### config.mk
export PLATFORM = sky130hd
export DESIGN_NAME = arb_mux_4_to_1
export DESIGN_NICKNAME = d
export VERILOG_FILES = /design/src/rtl/arb_mux_4_to_1.sv
export SDC_FILE = /design/constraint.sdc
export NUM_CORES = 1
export LEC_CHECK = 0
export CORE_ASPECT_RATIO = 0.8
export CORE_MARGIN = 5
export CORE_UTILIZATION = 39
export CTS_BUF_LIST = sky130_fd_sc_hd__clkbuf_2
export CTS_CLUSTER_DIAMETER = 50
export CTS_CLUSTER_SIZE = 20
export DETAILED_ROUTE_END_ITERATION = 10
export PLACE_DENSITY = 0.76
export SLEW_MARGIN = 20
export SYNTH_ARGS = -nofsm -noshare
export SYNTH_HDL_FRONTEND = slang
export SYNTH_SLANG_ARGS = --single-unit
### constraint.sdc
create_clock -name clock -period 2.71 [get_ports clock]
set_clock_uncertainty 0.15 [all_clocks]
set_input_delay 0.542 -clock clock [delete_from_list [all_inputs] [get_ports clock]]
set_output_delay 0.542 -clock clock [all_outputs]
set_load 0.01 [all_outputs]
### src/rtl/arb_mux_4_to_1.sv
// rtl/arb_mux_4_to_1.sv - registered 4-input stream mux, fixed-select or round-robin arbitration
// Optional burst lock port enabled by defining ARB_MUX_LOCK_EN.
module arb_mux_4_to_1 #(
  parameter int bits = 16
) (
  input  logic            clock,
  input  logic            reset,
  input  logic [bits-1:0] w,
  input  logic [bits-1:0] x,
  input  logic [bits-1:0] y,
  input  logic [bits-1:0] z,
  input  logic            w_valid,
  input  logic            x_valid,
  input  logic            y_valid,
  input  logic            z_valid,
  output logic            w_ready,
  output logic            x_ready,
  output logic            y_ready,
  output logic            z_ready,
  input  logic [1:0]      select,
  input  logic            mode,
`ifdef ARB_MUX_LOCK_EN
  input  logic            lock,
`endif
  output logic [bits-1:0] out,
  output logic            out_valid,
  input  logic            out_ready,
  output logic [1:0]      grant
);

  logic [bits-1:0] out_q, out_d;
  logic            out_valid_q, out_valid_d;
  logic [1:0]      grant_q, grant_d;
  logic [1:0]      last_q, last_d;

  logic [3:0]      valid_vec;
  logic [3:0]      ready_vec;
  logic [bits-1:0] data_sel;
  logic [1:0]      cand;
  logic            has_cand;
  logic            locked;
  logic            load;
  logic            fire;
  logic [1:0]      idx;

  assign valid_vec = {z_valid, y_valid, x_valid, w_valid};
  assign load      = ~out_valid_q | out_ready;

`ifdef ARB_MUX_LOCK_EN
  assign locked = mode & lock;
`else
  assign locked = 1'b0;
`endif

  always_comb begin
    cand     = select;
    has_cand = 1'b0;
    idx      = 2'd0;
    if (locked) begin
      cand     = grant_q;
      has_cand = valid_vec[grant_q];
    end else if (!mode) begin
      cand     = select;
      has_cand = valid_vec[select];
    end else begin
      // Scan starts just after the last winner so each channel gets a turn.
      for (int i = 1; i <= 4; i++) begin
        idx = last_q + 2'(i);
        if (!has_cand && valid_vec[idx]) begin
          cand     = idx;
          has_cand = 1'b1;
        end
      end
    end
  end

  always_comb begin
    case (cand)
      2'd0:    data_sel = w;
      2'd1:    data_sel = x;
      2'd2:    data_sel = y;
      default: data_sel = z;
    endcase
  end

  assign fire      = load & has_cand & ~reset;
  assign ready_vec = fire ? (4'b0001 << cand) : 4'b0000;
  assign w_ready   = ready_vec[0];
  assign x_ready   = ready_vec[1];
  assign y_ready   = ready_vec[2];
  assign z_ready   = ready_vec[3];

  always_comb begin
    out_d       = out_q;
    out_valid_d = out_valid_q;
    grant_d     = grant_q;
    last_d      = last_q;
    if (fire) begin
      out_d       = data_sel;
      out_valid_d = 1'b1;
      grant_d     = cand;
      if (mode && !locked) begin
        last_d = cand;
      end
    end else if (out_ready) begin
      out_valid_d = 1'b0;
    end
  end

  always_ff @(posedge clock) begin
    if (reset) begin
      out_q       <= '0;
      out_valid_q <= 1'b0;
      grant_q     <= 2'd0;
      last_q      <= 2'd3;
    end else begin
      out_q       <= out_d;
      out_valid_q <= out_valid_d;
      grant_q     <= grant_d;
      last_q      <= last_d;
    end
  end

  assign out       = out_q;
  assign out_valid = out_valid_q;
  assign grant     = grant_q;

endmodule

# == Word-level counts from Yosys, hierarchy flattened ==
# Cells that the tools add are included.
# W data, S select, Z words.
# totals
register_bits,21
in_bits,74
output_inout_bits,23
word_cells,56
# classes
n_addsub,3
magnitude_cmp,5
n_eq_ne,2
n_shift,1
n_mux,27
n_bitwise,5
reduce_logical,9
# ops
op,count
$pmux W16 S3,1
$lt A2 B3 Y1 const B,5
$mux W1,15
$bmux W1 S2,5
$mux W2,5
$add A2 B2 Y2 const B,2
$mux W4,1
$shl A1 B2 Y4 const A,1
$logic_and A1 B1 Y1,3
$logic_not A1 Y1,3
$add A2 B1 Y2 const B,1
$and A1 B1 Y1,2
$eq A2 B1 Y1 const B,1
$eq A2 B2 Y1 const B,1
$logic_not A2 Y1,1
$not A1 Y1,2
$reduce_and A2 Y1,1
$reduce_bool A2 Y1,1
$or A1 B1 Y1,1

# == Logic depth before layout (Yosys ltp) ==
# Gate-level depths: netlist of the first run.
# depth
word_depth,20
depth_mapped,11
ltp_nobuf,7

# == Least setup slack after synthesis of the first run ==
# No wires, ideal clock.
# synth_path
kind,input port to output port
from,input z_valid
to,output w_ready
arrival_time_ps,2230
setup_slack_ps,-212
stages,8
n_path_buf,3
path_cell_list,buf_2 o32a_1 a32o_1 a21o_1 a31o_1 buf_6 buf_6 nor3_1
# synth_via
elab_chain_len,19
elab_cells_between_ends,33
# synth_lines
item,line,source
from (decl),15,"input logic z_valid,"
$bmux W1 S2,69,if (!has_cand && valid_vec[idx]) begin
$mux W1 (not written as such),69,
$mux W1,69,
$mux W1,62,end else if (!mode) begin
$logic_not A1 Y1,69,
$logic_and A1 B1 Y1,69,
$mux W1,69,
$mux W1,62,
[... 2 more ...],--,
$mux W1,69,
$mux W1,62,
$logic_not A1 Y1,69,
$logic_and A1 B1 Y1,69,
$mux W1,69,
$mux W1,62,
$and A1 B1 Y1 (2 in a row),86,assign fire = load & has_cand & ~reset;
$mux W4 *,87,assign ready_vec = fire ? (4'b0001 << cand) : 4'b0000;
to (decl),16,"output logic w_ready,"
# Every way passes the cells marked *; elsewhere a longest branch is shown, timed or not. The select of a mux whose other input is x is not followed.

# == Worst setup path in the final report of the first run ==
# layout_path
from,input w_valid
to,output y_ready
# layout_via
elab_chain_len,19
elab_cells_between_ends,33
# layout_lines
item,line,source
from (decl),12,"input logic w_valid,"
$bmux W1 S2,69,
$mux W1 (not written as such),69,
$mux W1,69,
$mux W1,62,
$logic_not A1 Y1,69,
$logic_and A1 B1 Y1,69,
$mux W1,69,
$mux W1,62,
[... 2 more ...],--,
$mux W1,69,
$mux W1,62,
$logic_not A1 Y1,69,
$logic_and A1 B1 Y1,69,
$mux W1,69,
$mux W1,62,
$and A1 B1 Y1 (2 in a row),86,
$mux W4 *,87,
to (decl),18,"output logic y_ready,"
# Marks and branches as above.

==> flow_summary.ini, run 1 <==
[yosys]
avgSynthCellArea_um2 = 8.13
synth_edf_count = 0
ys_seq_elements = 21
mappedNetlistArea_mm2 = 0.00210
ys_dominant_reg_cell = dfxtp_1
yosysWarnings = 0
yosysUniqueCellTypes = 44
async_reset_ff_frac = 0
synth_cells = 258
synth_nets = 332
ys_seq_area_frac = 0.200

[drt]
drt_wl_total_um = 7300
drtIter0Drc = 142
vias_per_cell = 5.54
postRouteAntennaNets = 0
wire_per_inst_um = 16.8
dr.pass1.iters = 4
drc = 0
vias = 2411

[floorplanning]
die_y_um = 75.6
die_w_um = 92.0
start_util = 0.409
pin_count = 97
rows = 23
fp.coreArea_mm2 = 0.00512
fp.dieArea_mm2 = 0.00695

[place]
gp_congestion = 0.814
dp_slack_ns = -0.947
port_buffers = 96
hpwl_um = 5320

[clock_network]
clk_pin_slew_ns = 0.22
cts_made_buffers = 3
htreeDepth = 1
cts_tree = done
cts_root_buf = clkbuf_2
clock-sinks = 21
cts_buffer_depth = 2
clk_latency_ns = 0.34

[hold_path]
holdPathEnd = grant[0]
holdPathStages = 2
worst_hold_path_type = flip-flop to flip-flop
worstHoldStart = grant[0]

[power_and_ir_drop]
p_per_area_mw_per_mm2 = 371
p_leak_nw = 1.39
vdd_drop_max_mv = 0.200

[setup_path]
regToRegStartpoint = last_q[0]
crit_path_start_kind = input port
critical_path.max_fanout = 12
arrival_ns = 2.22
critPathKind = input port to primary output
crit_path_end_kind = primary output
r2r_end = out[15]
cp.required_ns = 2.02
rr_worst_depth = 10
r2r_slack_ns = 0.12

[final_layout]
multi_input_area_mm2 = 0.00143
ff_latch_area_um2 = 425
area_growth_pct = 63.8
fill_cells = 426
num_antenna_cells = 0
drive_gt1_frac = 0.276
layout_common_cells = 87 x clkdlybuf4s50_1, 47 x a211oi_1, 37 x inv_1
nets = 448
final_common_cell = clkdlybuf4s50_1

[sta]
fin_tns_setup_ns = -0.773
setup_ws_ns = -0.206
rsz0062_at_grt = yes
hold_viol_final = 0
period_needed_ns = 2.92
relSlewSlack = 0.713
fin_hold_ws_ns = 0.315
finalSetupViolCount = 4
worst_pin_slew_ns = 0.431
clock.fmax_ghz = 0.343
period_share = 1.08
final_max_slew_viol_count = 0

[global_route]
grt_pass1_vias = 2281
antenna_found_initial = 0
grt.total_usage = 0.201
grt_max_degree = 35
grt_pass1_wl_um = 11300
gr-total-overflow = 0

[run]
cap_viol_max_count = 0

[status]
violations = setup timing
status = finished, violations left
## worst max-delay path, stage by stage
cell	delay, ns
clkdlybuf4s15_2	0.26
nand2b_1	0.20
o221a_1	0.23
a211oi_2	0.27
o221ai_4	0.15
a21o_1	0.26
nor3_4	0.18
buf_2	0.15
## synthesized netlist by cell type (4+ instances only)
| master | count | area [um2] |
|---|---|---|
| nor2_1 | 10 | 37.5 |
| dfxtp_1 | 21 | 420 |
| buf_2 | 9 | 45.0 |
| clkbuf_1 | 9 | 33.8 |
| a211oi_1 | 47 | 353 |
| o21ai_0 | 4 | 20.0 |
| nand3_1 | 19 | 95.1 |
| inv_1 | 37 | 139 |
| nor3_1 | 6 | 30.0 |
| mux2i_1 | 4 | 40.0 |
| o31ai_1 | 7 | 52.6 |
| a21oi_1 | 5 | 25.0 |
| nand2_1 | 5 | 18.8 |
| o31ai_2 | 9 | 113 |
| buf_6 | 7 | 78.8 |
| a211oi_2 | 18 | 225 |
## through the flow
stage          cell area (um2)  utilization  total power, W  instances
2_1_floorplan             2130            -        0.000792        258
3_3_place_gp              3290        0.643         0.00109        425
3_5_place_dp              3290        0.643         0.00110        425
4_1_cts                   3350        0.654         0.00126        431
5_1_grt                   3430        0.670         0.00136        435
6_report                  3430        0.670         0.00127        435
## logic make-up (layout without fill, tap and decap cells)
logic type | count (synthesis) | after routing | synth area share
buffers and inverters | 67 | 182 | 0.158
DFF | 21 | 21 | 0.200
muxes | 6 | 6 | 0.0370
AOI/OAI and AO/OA | 108 | 108 | 0.461
and+or+nand+nor | 56 | 56 | 0.144
## metal layers
| layer | up-vias | global-route usage | wire [um] |
|---|---|---|---|
| li1 | 1196 | - | - |
| met1 | 1120 | 0.271 | 3230 |
| met2 | 89 | 0.333 | 3420 |
| met3 | 6 | 0.0474 | 583 |
| met4 | 0 | 0.0395 | 63 |
| met5 | - | 0 | 0 |
## worst max-delay path by stage
| stage | slack, ns | cells after the start | end | from |
|---|---|---|---|---|
| floorplan | -0.008 | 8 | w_ready | z_valid |
| finish | -0.21 | 8 | y_ready | w_valid |
| CTS | -0.23 | 7 | y_ready | last_q[0] |
| global placement | -0.93 | 8 | y_ready | w_valid |
| detailed placement | -0.95 | 8 | y_ready | w_valid |
| global route | -0.35 | 8 | y_ready | last_q[0] |
## flip-flops by register name, summed over array words and instances (netlist names)
| signal | count |
|---|---|
| grant | 2 |
| out_valid | 1 |
| last_q | 2 |
| out | 16 |
## final cells by class
cell class	count	share of cell area
multi-input cells	170	0.416
inverters	38	0.0415
repair buffers	140	0.390
well taps	62	0.0226
clock buffers	4	0.00583
flip-flops and latches	21	0.124
## timing repair
action	in CTS	in global routing
pin swaps	12	7
endpoints found under the setup margin	24	21
cloned	0	1
gates resized for setup	42	8
hold buffers	0	0
buffers inserted	2	3
## report_power, final
group	total, W	internal (W)	switching (W)
clock	0.000145	0.0000390	0.000106
sequential	0.000387	0.000357	0.0000299
combinational	0.000741	0.000388	0.000353
Note: power is estimated with default switching activity, not from simulation.
==> run 2, diff against run 1 <==
- CORE_UTILIZATION: 39 -> 43
- PLACE_DENSITY: 0.76 -> 0.8
- clock period: 2.71 -> 3.25 ns (I/O delays scaled with it)
==> flow_summary.ini, run 2 (synthesis gave the netlist of run 1 again) <==
[status]
status = finished clean

[clock_network]
clk_latency_ns = 0.34
cts_root_buf = clkbuf_2
cts_made_buffers = 3
hold_buffers = 0
clk_pin_slew_ns = 0.20
clock-sinks = 21
cts_buffer_depth = 2
htreeDepth = 1
cts_tree = done

[global_route]
gr-total-overflow = 0
grt.total_usage = 0.208
antenna_found_initial = 0
grt_pass1_vias = 2243
grt_max_degree = 37
grt_pass1_wl_um = 10800

[final_layout]
final_cells = 423
drive_gt1_frac = 0.245
layout_common_cells = 87 x clkdlybuf4s50_1, 47 x a211oi_1, 37 x inv_1
final_common_cell = clkdlybuf4s50_1
area_growth_pct = 55.3
num_antenna_cells = 0
largest_reg_flops = 16
fill_cells = 390
nets = 438

[setup_path]
r2r_slack_ns = 0.63
rr_worst_depth = 10
critPathKind = input port to primary output
regToRegStartpoint = last_q[0]
arrival_ns = 2.38
critical_path.max_fanout = 7
cp.required_ns = 2.45
r2r_end = out[10]
crit_path_start_kind = input port
crit_path_start = y_valid
crit_path_end_kind = primary output

[place]
port_buffers = 96
gp_congestion = 0.944
dp_cells = 418
hpwl_um = 5040

[floorplanning]
fp.dieArea_mm2 = 0.00638
die_y_um = 72.5
rows = 22
start_util = 0.451
die_w_um = 88.1
pin_count = 97
fp.coreArea_mm2 = 0.00465

[sta]
clock.fmax_ghz = 0.314
period_share = 0.980
fin_hold_ws_ns = 0.329
hold_viol_final = 0
fin_tns_setup_ns = 0
finalSetupViolCount = 0
period_needed_ns = 3.18
relSlewSlack = 0.694
final_max_slew_viol_count = 0
worst_pin_slew_ns = 0.459

[drt]
vias_per_cell = 5.54
vias = 2344
drt_wl_total_um = 6740
postRouteAntennaNets = 0
drc = 0
drtIter0Drc = 164
wire_per_inst_um = 15.9
dr.pass1.iters = 4

[hold_path]
worstHoldStart = grant[0]
holdPathStages = 2
worst_hold_path_type = flip-flop to flip-flop
holdPathEnd = grant[0]

[power_and_ir_drop]
vdd_drop_max_mv = 0.189
p_leak_nw = 1.30
p_per_area_mw_per_mm2 = 311

[run]
cap_viol_max_count = 0
==> run 2: changes by cell type in the layout (fill, tap and decap cells not counted), moves of 2 or more <==
cell and change:
buf_6 -5, buf_12 -3, nor3_2 +2, nor3_4 -2
==> run 2: per-layer routing <==
metal  wire, um  vias up  track usage
met5          0        -            0
met3        789        4       0.0613
met2       3010      107        0.329
met4         43        0       0.0285
li1           -     1175            -
met1       2890     1058        0.286
==> run 2: cell type report <==
class                      count  area [um2]  share of cell area
multi-input combinational    170        1410               0.432
sequential                    21         422               0.129
timing repair buffer         130        1190               0.365
inverter                      38         143              0.0438
clock buffer                   3        15.0             0.00461
clock inverter                 1        5.00             0.00154
tap                           60        75.1              0.0231
==> run 2: report_power, final <==
group / internal, W / total [W] / switching [W]
sequential: 0.000298 / 0.000323 / 0.0000245
combinational: 0.000297 / 0.000578 / 0.000280
clock: 0.0000279 / 0.000114 / 0.0000861
==> run 2: worst max-delay path by stage <==
stage	end	slack (ns)	depth (start not counted)
5_1_grt	y_ready	-0.04	8
3_5_place_dp	y_ready	-0.70	8
4_1_cts	y_ready	0.04	8
2_1_floorplan	w_ready	0.11	8
3_3_place_gp	y_ready	-0.67	8
6_report	y_ready	0.07	8
==> run 2: through the flow <==
step | setup WS [ns] | total power, W | util | instance area, um2
final | 0.0663 | 0.00101 | 0.700 | 3260
after detailed placement | -0.705 | 0.000898 | 0.691 | 3210
after floorplan | 0.112 | 0.000652 | - | 2100
after global placement | -0.665 | 0.000891 | 0.691 | 3210
after CTS | 0.0413 | 0.00101 | 0.695 | 3230
after global routing | -0.0422 | 0.00108 | 0.700 | 3260
==> run 2: worst max-delay path: stages <==
cell	delay, ns
clkdlybuf4s15_1	0.26
and3b_1	0.22
o211ai_1	0.27
o21a_1	0.22
nand3_1	0.14
a31o_4	0.29
nor3_2	0.17
buf_2	0.15
==> run 2: what timing repair did <==
action,CTS,global route
buffers inserted,1,0
gates resized for setup,26,12
gates cloned,0,0
setup endpoints to repair,4,4
pin swaps,5,0
==> run 3, diff against run 2 <==
- clock period: 3.25 -> 3 ns (I/O delays scaled with it)
==> flow_summary.ini, run 3 (synthesis gave the netlist of run 1 again) <==
[sta]
period_needed_ns = 2.97
hold_viol_final = 0
finalSetupViolCount = 0
period_share = 0.992
clock.fmax_ghz = 0.336
final_max_slew_viol_count = 0
fin_hold_ws_ns = 0.337
relSlewSlack = 0.716
worst_pin_slew_ns = 0.427
rsz0062_at_grt = yes

[final_layout]
largest_reg_flops = 16
final_common_cell = clkdlybuf4s50_1
layout_common_cells = 87 x clkdlybuf4s50_1, 47 x a211oi_1, 39 x buf_4
nets = 450
fill_cells = 346
final_core_util = 0.736
drive_gt1_frac = 0.299
area_growth_pct = 63.2
fin_area_mm2 = 0.00342
num_antenna_cells = 0

[global_route]
grt.total_usage = 0.231
grt_max_degree = 33
grt_pass1_wl_um = 11700
gr-total-overflow = 0
grt_pass1_vias = 2357
antenna_found_initial = 0

[clock_network]
clock-sinks = 21
cts_tree = done
cts_buffer_depth = 2
cts_root_buf = clkbuf_2
clk_pin_slew_ns = 0.23
hold_buffers = 0
clk_latency_ns = 0.35
htreeDepth = 1
cts_made_buffers = 3

[hold_path]
worstHoldStart = out[1]
worst_hold_path_type = flip-flop to flip-flop

[floorplanning]
fp.dieArea_mm2 = 0.00638
start_util = 0.451
die_y_um = 72.5
fp.coreArea_mm2 = 0.00465
die_w_um = 88.1
rows = 22
pin_count = 97

[status]
status = finished clean

[drt]
drc = 0
drtIter0Drc = 227
drt_wl_total_um = 7470
vias_per_cell = 5.65
dr.pass1.iters = 4
postRouteAntennaNets = 0
wire_per_inst_um = 17.2
vias = 2458

[setup_path]
cp_slowest_cell = dfxtp_4
rr_worst_depth = 9
critPathKind = flip-flop to primary output
regToRegStartpoint = last_q[0]
path_cells = buf_4, nor3b_4, o21ai_2, a32o_2, a21o_1, a31o_4, nor3_2, buf_2
arrival_ns = 2.22
critical_path.max_fanout = 7
r2r_end = out[6]
cpPeakStageDelay_ns = 0.44
critPathCapture = y_ready
cp.required_ns = 2.25
crit_path_start = last_q[0]
crit_path_end_kind = primary output
r2r_slack_ns = 0.35
crit_path_start_kind = flip-flop

[power_and_ir_drop]
power_w = 0.00116
vdd_drop_max_mv = 0.197
p_per_area_mw_per_mm2 = 339
p_leak_nw = 1.39

[place]
port_buffers = 96
gp_congestion = 0.921
place_area_mm2 = 0.00326
hpwl_um = 5460

[run]
cap_viol_max_count = 0
-- run 3: cell count changes in the layout (fill, tap and decap cells not counted), moves of 2 or more --
| cell | previous run | this run |
|---|---|---|
| buf_4 | 33 | 39 |
| buf_6 | 1 | 7 |
| buf_2 | 4 | 7 |
| nor3b_4 | 0 | 3 |
| a32o_1 | 2 | 0 |
| a32o_2 | 0 | 2 |
| nor3b_2 | 2 | 0 |
| o21ai_1 | 3 | 1 |
-- run 3: stage by stage --
step	setup slack [ns]	TNS [ns]	std cells
after floorplan	-0.0384	-0.0768	258
after global placement	-0.814	-6.59	424
after detailed placement	-0.853	-7.56	424
after CTS	0.00186	0	432
after global routing	-0.108	-0.307	435
final	0.0251	0	435
-- run 3: timing repair --
action                     in CTS  in global routing
resized for setup              43                 22
pin swaps                      11                 14
cloned                          0                  0
setup endpoints to repair       4                  4
buffers inserted                4                  3
-- run 3: critical path: cells and delay by family, from the launching register on --
family / cells / cell delay [ns]
AO/OA/AOI/OAI: 4 / 0.85
buffers and inverters: 2 / 0.30
flip-flops: 1 / 0.44
AND/OR/NAND/NOR: 2 / 0.29
-- run 3: worst min path at each step --
stage                     slack (ns)  cells past startpoint       end
after floorplan                 0.32                      2  grant[0]
after CTS                       0.34                      2    out[1]
after detailed placement        0.32                      2    out[1]
after global placement          0.29                      2  grant[0]
final                           0.34                      2    out[1]
after global routing            0.35                      2    out[1]
-- run 3: report_power, final --
part	leakage, nW	switching, W	total, W	internal, W
combinational	1.20	0.000322	0.000675	0.000353
clock	0.0166	0.0000965	0.000132	0.0000352
sequential	0.174	0.0000296	0.000352	0.000323
-- run 3: cell type report --
class,count,area [um2],area share
timing repair buffer,142,1290,0.377
clock buffer,4,20.0,0.00585
inverter,38,143,0.0417
multi-input combinational,170,1470,0.429
sequential,21,425,0.124
tap,60,75.1,0.0219
-- run 3: routing by layer --
metal	GRT usage	share of wire
met4	0.0453	0.0080
met2	0.370	0.47
met3	0.0681	0.10
met5	0	0
met1	0.310	0.42
